<file path="src/rtl/riscv_pkg.sv">
// ----------------------------------------------------------------------------
// riscv_pkg
// Shared types and constants for the instruction-fetch slice.
//   NOP_INSTR     : canonical RV32I no-op (addi x0, x0, 0) used for bubbles
//   fetch_state_t : fetch request tracker (IDLE / WAIT / DROP)
//   if_id_t       : contents of the IF/ID pipeline register
// ----------------------------------------------------------------------------
package riscv_pkg;

    localparam logic [31:0] NOP_INSTR = 32'h0000_0013;

    typedef enum logic [1:0] {
        IDLE = 2'd0,   // no request outstanding
        WAIT = 2'd1,   // granted request outstanding, response wanted
        DROP = 2'd2    // granted request outstanding, response to be discarded
    } fetch_state_t;

    typedef struct packed {
        logic [31:0] instr;
        logic [31:0] pc;
        logic [31:0] pcplus4;
        logic        valid;
    } if_id_t;

    localparam if_id_t IF_ID_BUBBLE = '{
        instr:   NOP_INSTR,
        pc:      32'h0,
        pcplus4: 32'h0,
        valid:   1'b0
    };

    // Clears the byte-offset bits; instruction addresses are word aligned.
    function automatic logic [31:0] word_align(input logic [31:0] addr);
        return addr & 32'hFFFF_FFFC;
    endfunction

endpackage

</file>
<file path="src/rtl/if_id_reg.sv">
// ----------------------------------------------------------------------------
// if_id_reg
// IF/ID pipeline register. Each cycle, in priority order:
//   flush -> bubble, stall -> hold, load -> take i_data, else -> bubble.
// Ports:
//   clk, reset  : clock, asynchronous active-low reset (loads a bubble)
//   i_stall     : hold current contents
//   i_flush     : insert bubble (wins over stall)
//   i_load      : i_data carries a fetched instruction this cycle
//   i_data      : instruction/PC bundle to load
//   o_data      : registered IF/ID contents
// ----------------------------------------------------------------------------
module if_id_reg
    import riscv_pkg::*;
(
    input  logic   clk,
    input  logic   reset,
    input  logic   i_stall,
    input  logic   i_flush,
    input  logic   i_load,
    input  if_id_t i_data,
    output if_id_t o_data
);

    if_id_t r_q;

    // NOTE: sequential state uses non-blocking (<=) so every flop samples
    // pre-edge values regardless of block evaluation order.
    always_ff @(posedge clk or negedge reset) begin
        if (!reset) begin
            r_q <= IF_ID_BUBBLE;
        end else if (i_flush) begin
            r_q <= IF_ID_BUBBLE;
        end else if (i_stall) begin
            r_q <= r_q;
        end else if (i_load) begin
            r_q <= i_data;
        end else begin
            r_q <= IF_ID_BUBBLE;
        end
    end

    assign o_data = r_q;

endmodule

</file>
<file path="src/rtl/fetch_stage.sv">
// ----------------------------------------------------------------------------
// fetch_stage
// Instruction fetch: owns PCF, issues single-outstanding requests over a
// req/gnt/rvalid handshake, parks responses that arrive during a decode
// stall, and feeds the IF/ID register.
// Ports:
//   clk, reset            : clock, asynchronous active-low reset
//   StallF / StallD       : hazard unit freeze of PCF / IF/ID
//   FlushD                : hazard unit bubble into IF/ID
//   PCSrcE / PCTargetE    : execute-stage redirect and its target
//   imem_req / imem_addr  : fetch request and word-aligned address
//   imem_gnt              : request accepted this cycle
//   imem_rvalid/rdata     : response strobe and instruction word
//   InstrD/PCD/PCPlus4D/ValidD : IF/ID contents presented to decode
// ----------------------------------------------------------------------------
module fetch_stage
    import riscv_pkg::*;
#(
    parameter logic [31:0] RESET_PC = 32'h0000_0000,
    parameter int          XLEN     = 32
) (
    input  logic            clk,
    input  logic            reset,
    input  logic            StallF,
    input  logic            StallD,
    input  logic            FlushD,
    input  logic            PCSrcE,
    input  logic [XLEN-1:0] PCTargetE,
    output logic            imem_req,
    output logic [XLEN-1:0] imem_addr,
    input  logic            imem_gnt,
    input  logic            imem_rvalid,
    input  logic [XLEN-1:0] imem_rdata,
    output logic [XLEN-1:0] InstrD,
    output logic [XLEN-1:0] PCD,
    output logic [XLEN-1:0] PCPlus4D,
    output logic            ValidD
);

    fetch_state_t r_state;
    logic [31:0]  r_pcf;
    logic [31:0]  r_pc_req;       // PC of the outstanding request
    logic [31:0]  r_hold_instr;
    logic [31:0]  r_hold_pc;
    logic         r_hold_valid;

    logic   w_rsp;        // response for a wanted request arrives
    logic   w_rsp_kill;   // ... but a redirect/flush makes it stale
    logic   w_rsp_park;   // ... and decode is stalled, so park it
    logic   w_rsp_use;    // ... and it goes straight into IF/ID
    logic   w_req;
    logic   w_accept;
    logic   w_load;
    if_id_t w_load_data;
    if_id_t w_if_id;

    assign w_rsp      = (r_state == WAIT) && imem_rvalid;
    assign w_rsp_kill = w_rsp && (PCSrcE || FlushD);
    assign w_rsp_park = w_rsp && !w_rsp_kill && StallD;
    assign w_rsp_use  = w_rsp && !w_rsp_kill && !StallD;

    // A new request may overlap the response cycle, which keeps a 1-cycle
    // memory at full throughput. Gating with reset keeps imem_req low while
    // reset is asserted even though the rest of the term is combinational.
    assign w_req    = reset && !StallF && !PCSrcE && !r_hold_valid &&
                      ((r_state == IDLE) || w_rsp_use);
    assign w_accept = w_req && imem_gnt;

    assign imem_req  = w_req;
    assign imem_addr = word_align(r_pcf);

    // Request tracker
    always_ff @(posedge clk or negedge reset) begin
        if (!reset) begin
            r_state <= IDLE;
        end else begin
            case (r_state)
                IDLE: begin
                    if (w_accept) r_state <= WAIT;
                end
                WAIT: begin
                    if (imem_rvalid) r_state <= w_accept ? WAIT : IDLE;
                    else if (PCSrcE) r_state <= DROP;
                end
                DROP: begin
                    if (imem_rvalid) r_state <= IDLE;
                end
                default: r_state <= IDLE;
            endcase
        end
    end

    // PCF: redirect > stall > accepted request > hold
    always_ff @(posedge clk or negedge reset) begin
        if (!reset) begin
            r_pcf    <= RESET_PC;
            r_pc_req <= 32'h0;
        end else begin
            if (PCSrcE) begin
                r_pcf <= word_align(PCTargetE);
            end else if (!StallF && w_accept) begin
                r_pcf <= word_align(r_pcf) + 32'd4;
            end
            if (w_accept) begin
                r_pc_req <= word_align(r_pcf);
            end
        end
    end

    // Hold buffer valid flag: a redirect makes any parked word stale
    always_ff @(posedge clk or negedge reset) begin
        if (!reset) begin
            r_hold_valid <= 1'b0;
        end else if (PCSrcE) begin
            r_hold_valid <= 1'b0;
        end else if (w_rsp_park) begin
            r_hold_valid <= 1'b1;
        end else if (r_hold_valid && !FlushD && !StallD) begin
            r_hold_valid <= 1'b0;
        end
    end

    // NOTE: the hold data needs no reset; it is only read while
    // r_hold_valid is set, and that flag is reset.
    always_ff @(posedge clk) begin
        if (w_rsp_park) begin
            r_hold_instr <= imem_rdata;
            r_hold_pc    <= r_pc_req;
        end
    end

    // NOTE: default assignment first so no path leaves w_load_data
    // unassigned, which would otherwise infer a latch.
    always_comb begin
        w_load      = 1'b0;
        w_load_data = IF_ID_BUBBLE;
        if (r_hold_valid) begin
            w_load      = 1'b1;
            w_load_data = '{instr: r_hold_instr, pc: r_hold_pc,
                            pcplus4: r_hold_pc + 32'd4, valid: 1'b1};
        end else if (w_rsp_use) begin
            w_load      = 1'b1;
            w_load_data = '{instr: imem_rdata, pc: r_pc_req,
                            pcplus4: r_pc_req + 32'd4, valid: 1'b1};
        end
    end

    if_id_reg u_if_id_reg (
        .clk     (clk),
        .reset   (reset),
        .i_stall (StallD),
        .i_flush (FlushD),
        .i_load  (w_load),
        .i_data  (w_load_data),
        .o_data  (w_if_id)
    );

    assign InstrD   = w_if_id.instr;
    assign PCD      = w_if_id.pc;
    assign PCPlus4D = w_if_id.pcplus4;
    assign ValidD   = w_if_id.valid;

endmodule

</file>
<file path="config.mk">
export PLATFORM = sky130hd
export DESIGN_NAME = fetch_stage
export DESIGN_NICKNAME = d
export VERILOG_FILES = /design/src/rtl/riscv_pkg.sv /design/src/rtl/if_id_reg.sv /design/src/rtl/fetch_stage.sv
export SDC_FILE = /design/constraint.sdc
export NUM_CORES = 1
export LEC_CHECK = 0
export BUFFER_PORTS_ARGS = -buffer_cell sky130_fd_sc_hd__buf_4
export CAP_MARGIN = 0
export CORE_UTILIZATION = 30
export DETAILED_ROUTE_END_ITERATION = 8
export PLACE_DENSITY_LB_ADDON = 0.15
export RECOVER_POWER = 100
export SLEW_MARGIN = 20
export SYNTH_ARGS = -nofsm -noshare
export SYNTH_HDL_FRONTEND = slang
export SYNTH_HIERARCHICAL = 1
export SYNTH_SLANG_ARGS = --single-unit
export TNS_END_PERCENT = 20
</file>
<file path="constraint.sdc">
create_clock -name clk -period 4 [get_ports clk]
set_clock_uncertainty 0.1 [all_clocks]
set_input_delay 0.6 -clock clk [delete_from_list [all_inputs] [get_ports clk]]
set_output_delay 0.6 -clock clk [all_outputs]
set_load 0.005 [all_outputs]
</file>
======== Yosys cells after proc, flatten, opt, wreduce, memory -nomap -nowiden ========
Index checks and enable logic that the tools add are counted.
W data, S select, Z words.
word-level totals
  register bits ........................... 224
  bits of input ports ..................... 72
  output and inout port bits .............. 130
  logic and storage cells ................. 62
operators by class
  $add $sub $neg .......................... 3
  equality and inequality tests ........... 6
  mux-type cells .......................... 18
  reductions and logical operators ........ 25
operators by type and width
  operator                 count
  $mux W97                 5
  $add A32 B3 Y32 const B  3
  $mux W32                 2
  $logic_and A1 B1 Y1      13
  $mux W2                  4
  $logic_not A1 Y1         6
  $mux W1                  6
  $pmux W2 S3              1
  $ne A2 B2 Y1 const B     2
  $ne A3 B3 Y1 const B     1
  $reduce_and A3 Y1        1
  $reduce_bool A3 Y1       1
  $eq A2 B1 Y1 const B     1
  $eq A2 B2 Y1 const B     1
  $logic_not A2 Y1         1
  $logic_or A1 B1 Y1       2
  $ne A2 B1 Y1 const B     1
  $reduce_bool A2 Y1       1

======== Longest topological paths before layout ========
Gate-level depths: netlist (run 1).
  depth after elaboration ................. 12
  mapped depth ............................ 9
  gate-level depth less buffers ........... 7

======== Hierarchy ========
Netlist (run 1), hierarchy kept.
by module, submodules not included
  module       instances  cells each  area each (um^2)
  fetch_stage  1          788         7130.6
  if_id_reg    1          229         3603.5

======== Worst setup path before layout (run 1) ========
No wires, ideal clock.
  kind .................................... input-to-reg
  start point ............................. input port PCSrcE
  end point ............................... register r_hold_instr[0], enable pin
  library setup time ...................... 0.427 ns
  data arrival time ....................... 2.404 ns
  required time ........................... 3.473 ns
  slack ................................... 1.069 ns
  stages .................................. 2
  path buffers ............................ 1
  path through ............................ clkbuf_1 and4b_1
on the way
  word-level cells in the longest chain between the ends .. 5
RTL lines
  element                           RTL line            RTL
  start: declaration                fetch_stage.sv:27   input logic PCSrcE,
  $logic_or A1 B1 Y1                fetch_stage.sv:58   assign w_rsp_kill = w_rsp && (PCSrcE || FlushD);
  $logic_and A1 B1 Y1               fetch_stage.sv:58
  $logic_not A1 Y1                  fetch_stage.sv:59   assign w_rsp_park = w_rsp && !w_rsp_kill && StallD;
  $logic_and A1 B1 Y1 (2 in a row)  fetch_stage.sv:59
  net w_rsp_park                    fetch_stage.sv:49   logic w_rsp_park;
  end signal: assignment            fetch_stage.sv:127  r_hold_instr <= imem_rdata;
  end: declaration                  fetch_stage.sv:43   logic [31:0] r_hold_instr;
The timed path passes the listed nets, and every way through them passes these cells.
A chain may end at the register's enable or synchronous reset.

======== Final worst setup path (run 1) ========
  start point ............................. register r_hold_valid
  end point ............................... register u_if_id_reg.r_q (netlist bit u_if_id_reg/o_data[14])
on the way
  word-level cells in the longest chain between the ends .. 4
RTL lines
  element                   RTL line            RTL
  start: declaration        fetch_stage.sv:45   logic r_hold_valid;
  start signal: assignment  fetch_stage.sv:113  r_hold_valid <= 1'b0;
  start signal: assignment  fetch_stage.sv:115  r_hold_valid <= 1'b0;
  start signal: assignment  fetch_stage.sv:117  r_hold_valid <= 1'b1;
  $mux W1                   fetch_stage.sv:137  if (r_hold_valid) begin
  net w_load                fetch_stage.sv:53   logic w_load;
  $mux W97                  if_id_reg.sv:36     end else if (i_load) begin
  $mux W97                  if_id_reg.sv:34     end else if (i_stall) begin
  $mux W97                  if_id_reg.sv:32     end else if (i_flush) begin
  end signal: assignment    if_id_reg.sv:35     r_q <= r_q;
  end signal: assignment    if_id_reg.sv:37     r_q <= i_data;
  end: declaration          if_id_reg.sv:25     if_id_t r_q;
The timed path passes the listed nets, and every way through them passes these cells. The select of a mux whose other input is x is not followed.

==> run_results.csv, run 1 <==
group,metric,value,unit
run_status,outcome,"complete, but fails checks",
run_status,violations,"max-capacitance violations, max-slew violations",
cells_and_area,nets,1263,
drt,drtIter0Drc,597,
critical_path,criticalPathCategory,"flip-flop to flip-flop",
critical_path,cp_num_buf_inv,3,
timing,slew_headroom,-10.43,%
cells_and_area,drive_above_1_share,17.27,%
synthesis,synth_area_leaders,"dfrtp_1, edfxtp_1, a32o_1, nand2_1, xor2_1",
floorplan,initial_core_util,30.77,%
critical_path,start_kind,"flip-flop",
synthesis,synth_edf_count,62,
timing,setup_viol,0,
synthesis,yosys.area.top_type_share,36.60,%
global_route,grt_max_degree,94,
run,maxCapViolCount,2,
floorplan,dieArea,36540,µm²
floorplan,io_pins,202,
clock_tree,cts_tree,"done",
synthesis,ys_warn_count,6,
drt,drtAntennaViolNets,0,
critical_path,worstPathArrival,3.65,ns
drt,wl_per_cell,19.27,µm
synthesis,avgSynthCellArea,10.55,µm²
critical_path,critPathRequiredTime,4.31,ns
timing,fmax,0.2988,GHz
timing,holdWs,0.1729,ns
clock_tree,clk-insertion-delay-late,0.54,ns
critical_path,critPathCaptureType,"flip-flop",
power_and_ir_drop,p_leak,5.274,nW
critical_path,crit_chain,"inv_1 -> clkbuf_1 -> nand2_1 -> nor2b_4 -> buf_4 -> a32o_1",
floorplan,rows,68,
clock_tree,cts_max_level,1,
floorplan,fp.coreArea,34880,µm²
timing,rsz0062_at_grt,"no",
clock_tree,clk_pin_slew,0.06,ns
timing,period_minus_slack,3.347,ns
global_route,track_usage,17.48,%
synthesis,async_reset_ff_share,72.07,%
critical_path,max_stage_delay,1.20,ns
drt,first_pass_iters,5,
global_route,grt_pass1_vias,8288,
synthesis,synth_cell_types,56,
drt,dr_total_vias,8601,
drt,viasPerCell,5.166,
place,gp_congestion,0.7788,
synthesis,ys_ff_latch,222,
floorplan,die_y,191.2,µm
min_path,hold_class,"input pin to flip-flop",
cells_and_area,antenna_cells,0,
synthesis,yosys_most_used_dff,"dfrtp_1",
clock_tree,cts_buffer_depth,3,
timing,finalSetupTns,0,ns
synthesis,seq_area_frac_synth,54.68,%
synthesis,yosys.area.top_type,"dfrtp_1",
drt,wl,32.08,mm
critical_path,cp_slowest_cell,"clkbuf_1",
timing,worstMarginPinSlew,1.656,ns
critical_path,path_max_fanout,31,
clock_tree,clockRootBuffer,"clkbuf_16",
clock_tree,cts_sinks,222,
power_and_ir_drop,ir_drop,295.3,µV
synthesis,syn_area,10730,µm²
timing,slew_violations,101,
place,dp_hpwl,21.24,mm
place,port_buffers,197,
timing,finalHoldViolCount,0,
critical_path,cpLargestDelayFamily,"buffers and inverters",
global_route,grt_overflow_total,0,
global_route,grt_pass1_wl,50.54,mm
clock_tree,cts-buffers-inserted,28,
synthesis,synth_cells,1017,
timing,fin_crit_sh,83.68,%
global_route,antenna_found_initial,0,
cells_and_area,syn2layout_area_growth,23.49,%
power_and_ir_drop,power_density,421.9,nW/µm²
drt,drcViolationCount,0,
floorplan,die_width,191.2,µm
Yosys cell counts, drive strengths merged (3+ instances only):
cell type	number
nand2b	4
xnor2	30
nand4	34
dfrtp	157
mux2	4
o32a	3
o21ai	76
a211oi	3
a2bb2oi	3
a32o	94
a21oi	7
inv	11
clkbuf	40
nor2b	9
a22o	13
buf	41
nor4	8
nor2	17
dfstp	3
a221oi	3
and2	7
ha	3
nand3	26
nand2	223
a311oi	4
xor2	46
edfxtp	62
or3	3
and3	16
nor3	18
mux2i	3
and4	10
o22ai	24
cells in the final DEF, fill, tap and decap left out, drive strengths merged, types with 10 or more instances in the layout:
cell / netlist / layout
nor2: 17 / 17
o21ai: 76 / 76
dfrtp: 157 / 157
nand3: 26 / 26
o22ai: 24 / 24
and4: 10 / 10
clkbuf: 40 / 213
xnor2: 30 / 30
xor2: 46 / 46
a22o: 13 / 13
nor3: 18 / 18
and3: 16 / 16
buf: 41 / 52
edfxtp: 62 / 62
nand4: 34 / 34
nand2: 223 / 223
a32o: 94 / 94
inv: 11 / 12
sequential cells by signal, indices dropped and copies added (netlist names):
register	flops
u_if_id_reg/o_data	97
r_hold_instr	32
r_hold_pc	30
r_pc_req	30
r_pcf	30
r_state	2
r_hold_valid	1
cell families (layout without fill, tap and decap cells):
logic type,count (synthesis),after routing,synth area share (%)
compound gates,236,236,16.96
xor+xnor,76,76,6.201
fa+ha+maj,3,3,0.3497
buf+inv,92,280,3.940
flops,222,222,54.68
mux,7,7,0.6994
other cells,1,6,0.03494
simple gates,380,380,17.13
report_power, final:
part | switching, mW | leakage (nW) | total [mW] | internal (mW)
clock | 0.956 | 0.459 | 2.49 | 1.53
sequential | 0.212 | 2.68 | 2.67 | 2.46
combinational | 0.239 | 2.14 | 0.431 | 0.192
total | 1.41 | 5.27 | 5.59 | 4.19
area by class of cell:
class                      count  area, µm²
clock buffer                  49      912.1
clock inverter                 3      18.77
fill                        3568      21630
inverter                      11      41.29
multi-input combinational    708       4413
sequential                   222       5871
tap                          455      569.3
timing repair buffer         217       1430
final timing paths:
check | from | to | slack [ns] | depth (start not counted)
setup / recovery | r_hold_valid | u_if_id_reg/o_data[14] | 0.65 | 6
hold / removal | imem_rdata[10] | r_hold_instr[10] | 0.17 | 1
min in group asynchronous | reset | u_if_id_reg/o_data[84] | 0.39 | 2
setup reg to reg | r_hold_valid | u_if_id_reg/o_data[14] | 0.65 | 6
max in group asynchronous | reset | r_hold_valid | 1.31 | 4
hold reg to reg | u_if_id_reg/o_data[89] | u_if_id_reg/o_data[89] | 0.39 | 1
layer usage:
layer	part of all wire [%]	track usage, %	wire length, µm
met1	50	27.01	16190
met2	43	25.25	13630
met3	5.4	2.791	1746
met4	1.6	3.816	504
met5	0	0	0
through the flow:
stage	power, mW	worst slack (ns)	util [%]	std cells	instance area, µm²
3_5_place_dp	3.164	0.8765	36.23	1612	12640
5_1_grt	5.842	0.4279	38.00	1665	13260
3_3_place_gp	3.156	0.9454	36.23	1612	12640
2_1_floorplan	2.887	1.069	-	1022	10750
6_report	5.593	0.6529	38.00	1665	13260
4_1_cts	5.695	1.064	38.93	1665	13580
repair_timing:
item	4_1_cts	5_1_grt
buffers inserted	0	0
hold buffers	1	0
resized for setup	0	0
hold endpoints to repair	20	0
(Power assumes the default switching activity.)
==> run 2, diff against run 1 <==
==> constraint.sdc (replaced) <==
create_clock -name clk -period 3.4 [get_ports clk]
set_clock_uncertainty 0.1 [all_clocks]
set_input_delay 0.51 -clock clk [delete_from_list [all_inputs] [get_ports clk]]
set_output_delay 0.51 -clock clk [all_outputs]
set_load 0.005 [all_outputs]
==> run_results.csv, run 2 (same netlist as run 1, synthesis figures left out) <==
group,metric,value,unit
critical_path,r2r_cells,6,
place,placed_cells,1616,
timing,finalHoldViolCount,0,
run,maxCapViolCount,0,
cells_and_area,drive_above_1_share,17.13,%
critical_path,worstReg2RegStart,"r_hold_valid",
timing,slew_violations,0,
global_route,grt_overflow_total,0,
min_path,hold_depth,1,
cells_and_area,final_area,13220,µm²
clock_tree,cts-buffers-inserted,28,
floorplan,fp.coreArea,34880,µm²
floorplan,dieArea,36540,µm²
floorplan,rows,68,
clock_tree,post_cts_buffers,0,
critical_path,critPathCaptureType,"flip-flop",
min_path,hp-start,"imem_rdata[13]",
critical_path,worstPathArrival,3.29,ns
critical_path,r2r-end,"r_pcf[5]",
timing,worstMarginPinSlew,1.349,ns
critical_path,path_max_fanout,37,
critical_path,start_kind,"flip-flop",
critical_path,worst-r2r-setup-slack,0.47,ns
clock_tree,clockRootBuffer,"clkbuf_16",
power_and_ir_drop,power_density,488.6,nW/µm²
cells_and_area,final_cell_mix,"nand2_1, dfrtp_1, clkbuf_4",
clock_tree,cts_resized,0,
drt,first_pass_iters,5,
drt,wl,32.30,mm
timing,fin_crit_sh,86.22,%
place,place_area,12710,µm²
global_route,grt_max_degree,144,
drt,viasPerCell,5.110,
drt,wl_per_cell,19.35,µm
power_and_ir_drop,p_leak,5.260,nW
global_route,grt_pass1_wl,50.49,mm
cells_and_area,largest_register_ffs,97,
run_status,outcome,"finished, final reports clean",
cells_and_area,regArea,5873,µm²
drt,drtIter0Drc,650,
floorplan,io_pins,202,
clock_tree,cts_tree,"done",
clock_tree,cts_buffer_depth,3,
clock_tree,clk-insertion-delay-late,0.56,ns
timing,period_minus_slack,2.932,ns
timing,rsz0062_at_grt,"no",
place,dp_hpwl,21.43,mm
clock_tree,cts_sinks,222,
floorplan,initial_core_util,30.77,%
timing,setup_viol,0,
drt,drtAntennaViolNets,0,
cells_and_area,syn2layout_area_growth,23.20,%
place,port_buffers,197,
floorplan,die_y,191.2,µm
power_and_ir_drop,finalPower,6.462,mW
min_path,min_to,"r_hold_instr[13]",
cells_and_area,nFillCells,3566,
critical_path,criticalPathCategory,"flip-flop to flip-flop",
timing,holdWs,0.06069,ns
global_route,grt_pass1_vias,8407,
clock_tree,cts_max_level,1,
clock_tree,clk_pin_slew,0.06,ns
cells_and_area,stdcell_count,1669,
cells_and_area,nets,1267,
power_and_ir_drop,ir_drop,356.8,µV
drt,drcViolationCount,0,
timing,finalSetupTns,0,ns
drt,dr_total_vias,8528,
critical_path,critPathRequiredTime,3.76,ns
cells_and_area,antenna_cells,0,
global_route,track_usage,17.47,%
cells_and_area,final_common_cell,"nand2_1",
timing,fmax,0.3411,GHz
timing,slew_headroom,10.06,%
place,gp_congestion,0.8070,
min_path,hold_class,"input pin to flip-flop",
floorplan,die_width,191.2,µm
cells_and_area,multiInputGateArea,4408,µm²
global_route,antenna_found_initial,0,
run 2: changes by cell type in the layout (fill, tap and decap cells not counted), sizes merged:
| cell | change |
|---|---|
| buf | +3 |
| inv | -1 |
| clkbuf | +2 |
run 2: worst max path at each step:
stage / to / slack (ns) / cells past startpoint / from
after detailed placement: u_if_id_reg/o_data[85] / 0.57 / 7 / StallD
after CTS: r_pcf[17] / 0.63 / 6 / r_hold_valid
after floorplan: r_hold_instr[0] / 0.56 / 2 / PCSrcE
after global placement: u_if_id_reg/o_data[17] / 0.58 / 7 / StallD
final: r_pcf[5] / 0.47 / 6 / r_hold_valid
after global routing: r_pcf[6] / 0.22 / 6 / r_hold_valid
run 2: per-stage QoR:
stage | util [%] | setup slack [ns]
finish | 37.91 | 0.4684
global route | 37.91 | 0.2197
CTS | 38.93 | 0.6260
detailed placement | 36.42 | 0.5652
global placement | 36.42 | 0.5803
floorplan | - | 0.5588
run 2: worst max-delay path, cell delays in order (launching register included):
cell and delay [ns]:
dfrtp_4 0.64, nor3_1 0.46, o2111a_1 0.63, clkbuf_1 0.54
nand4_1 0.18, xor2_1 0.16, o21ai_0 0.13
run 2: cell type report:
| class | count | share of cell area (%) |
|---|---|---|
| clock inverter | 2 | 0.1608 |
| clock buffer | 50 | 6.387 |
| multi-input combinational | 708 | 33.33 |
| sequential | 222 | 44.41 |
| tap | 455 | 4.305 |
| timing repair buffer | 221 | 11.09 |
| inverter | 11 | 0.3122 |
run 2: timing repair:
item,in CTS,in global routing
hold buffers,1,0
endpoints found under the hold margin,17,0
endpoints found under the setup margin,0,0
run 2: per-layer routing:
layer / GRT usage [%] / wire (µm)
met1: 26.81 / 16450
met5: 0 / 0
met4: 3.571 / 536
met2: 25.54 / 13460
met3: 2.809 / 1844
run 2: power breakdown:
part / internal, mW / total (mW) / leakage, nW / switching [mW]
combinational: 0.226 / 0.507 / 2.16 / 0.281
sequential: 2.90 / 3.15 / 2.68 / 0.253
clock: 1.67 / 2.81 / 0.417 / 1.14
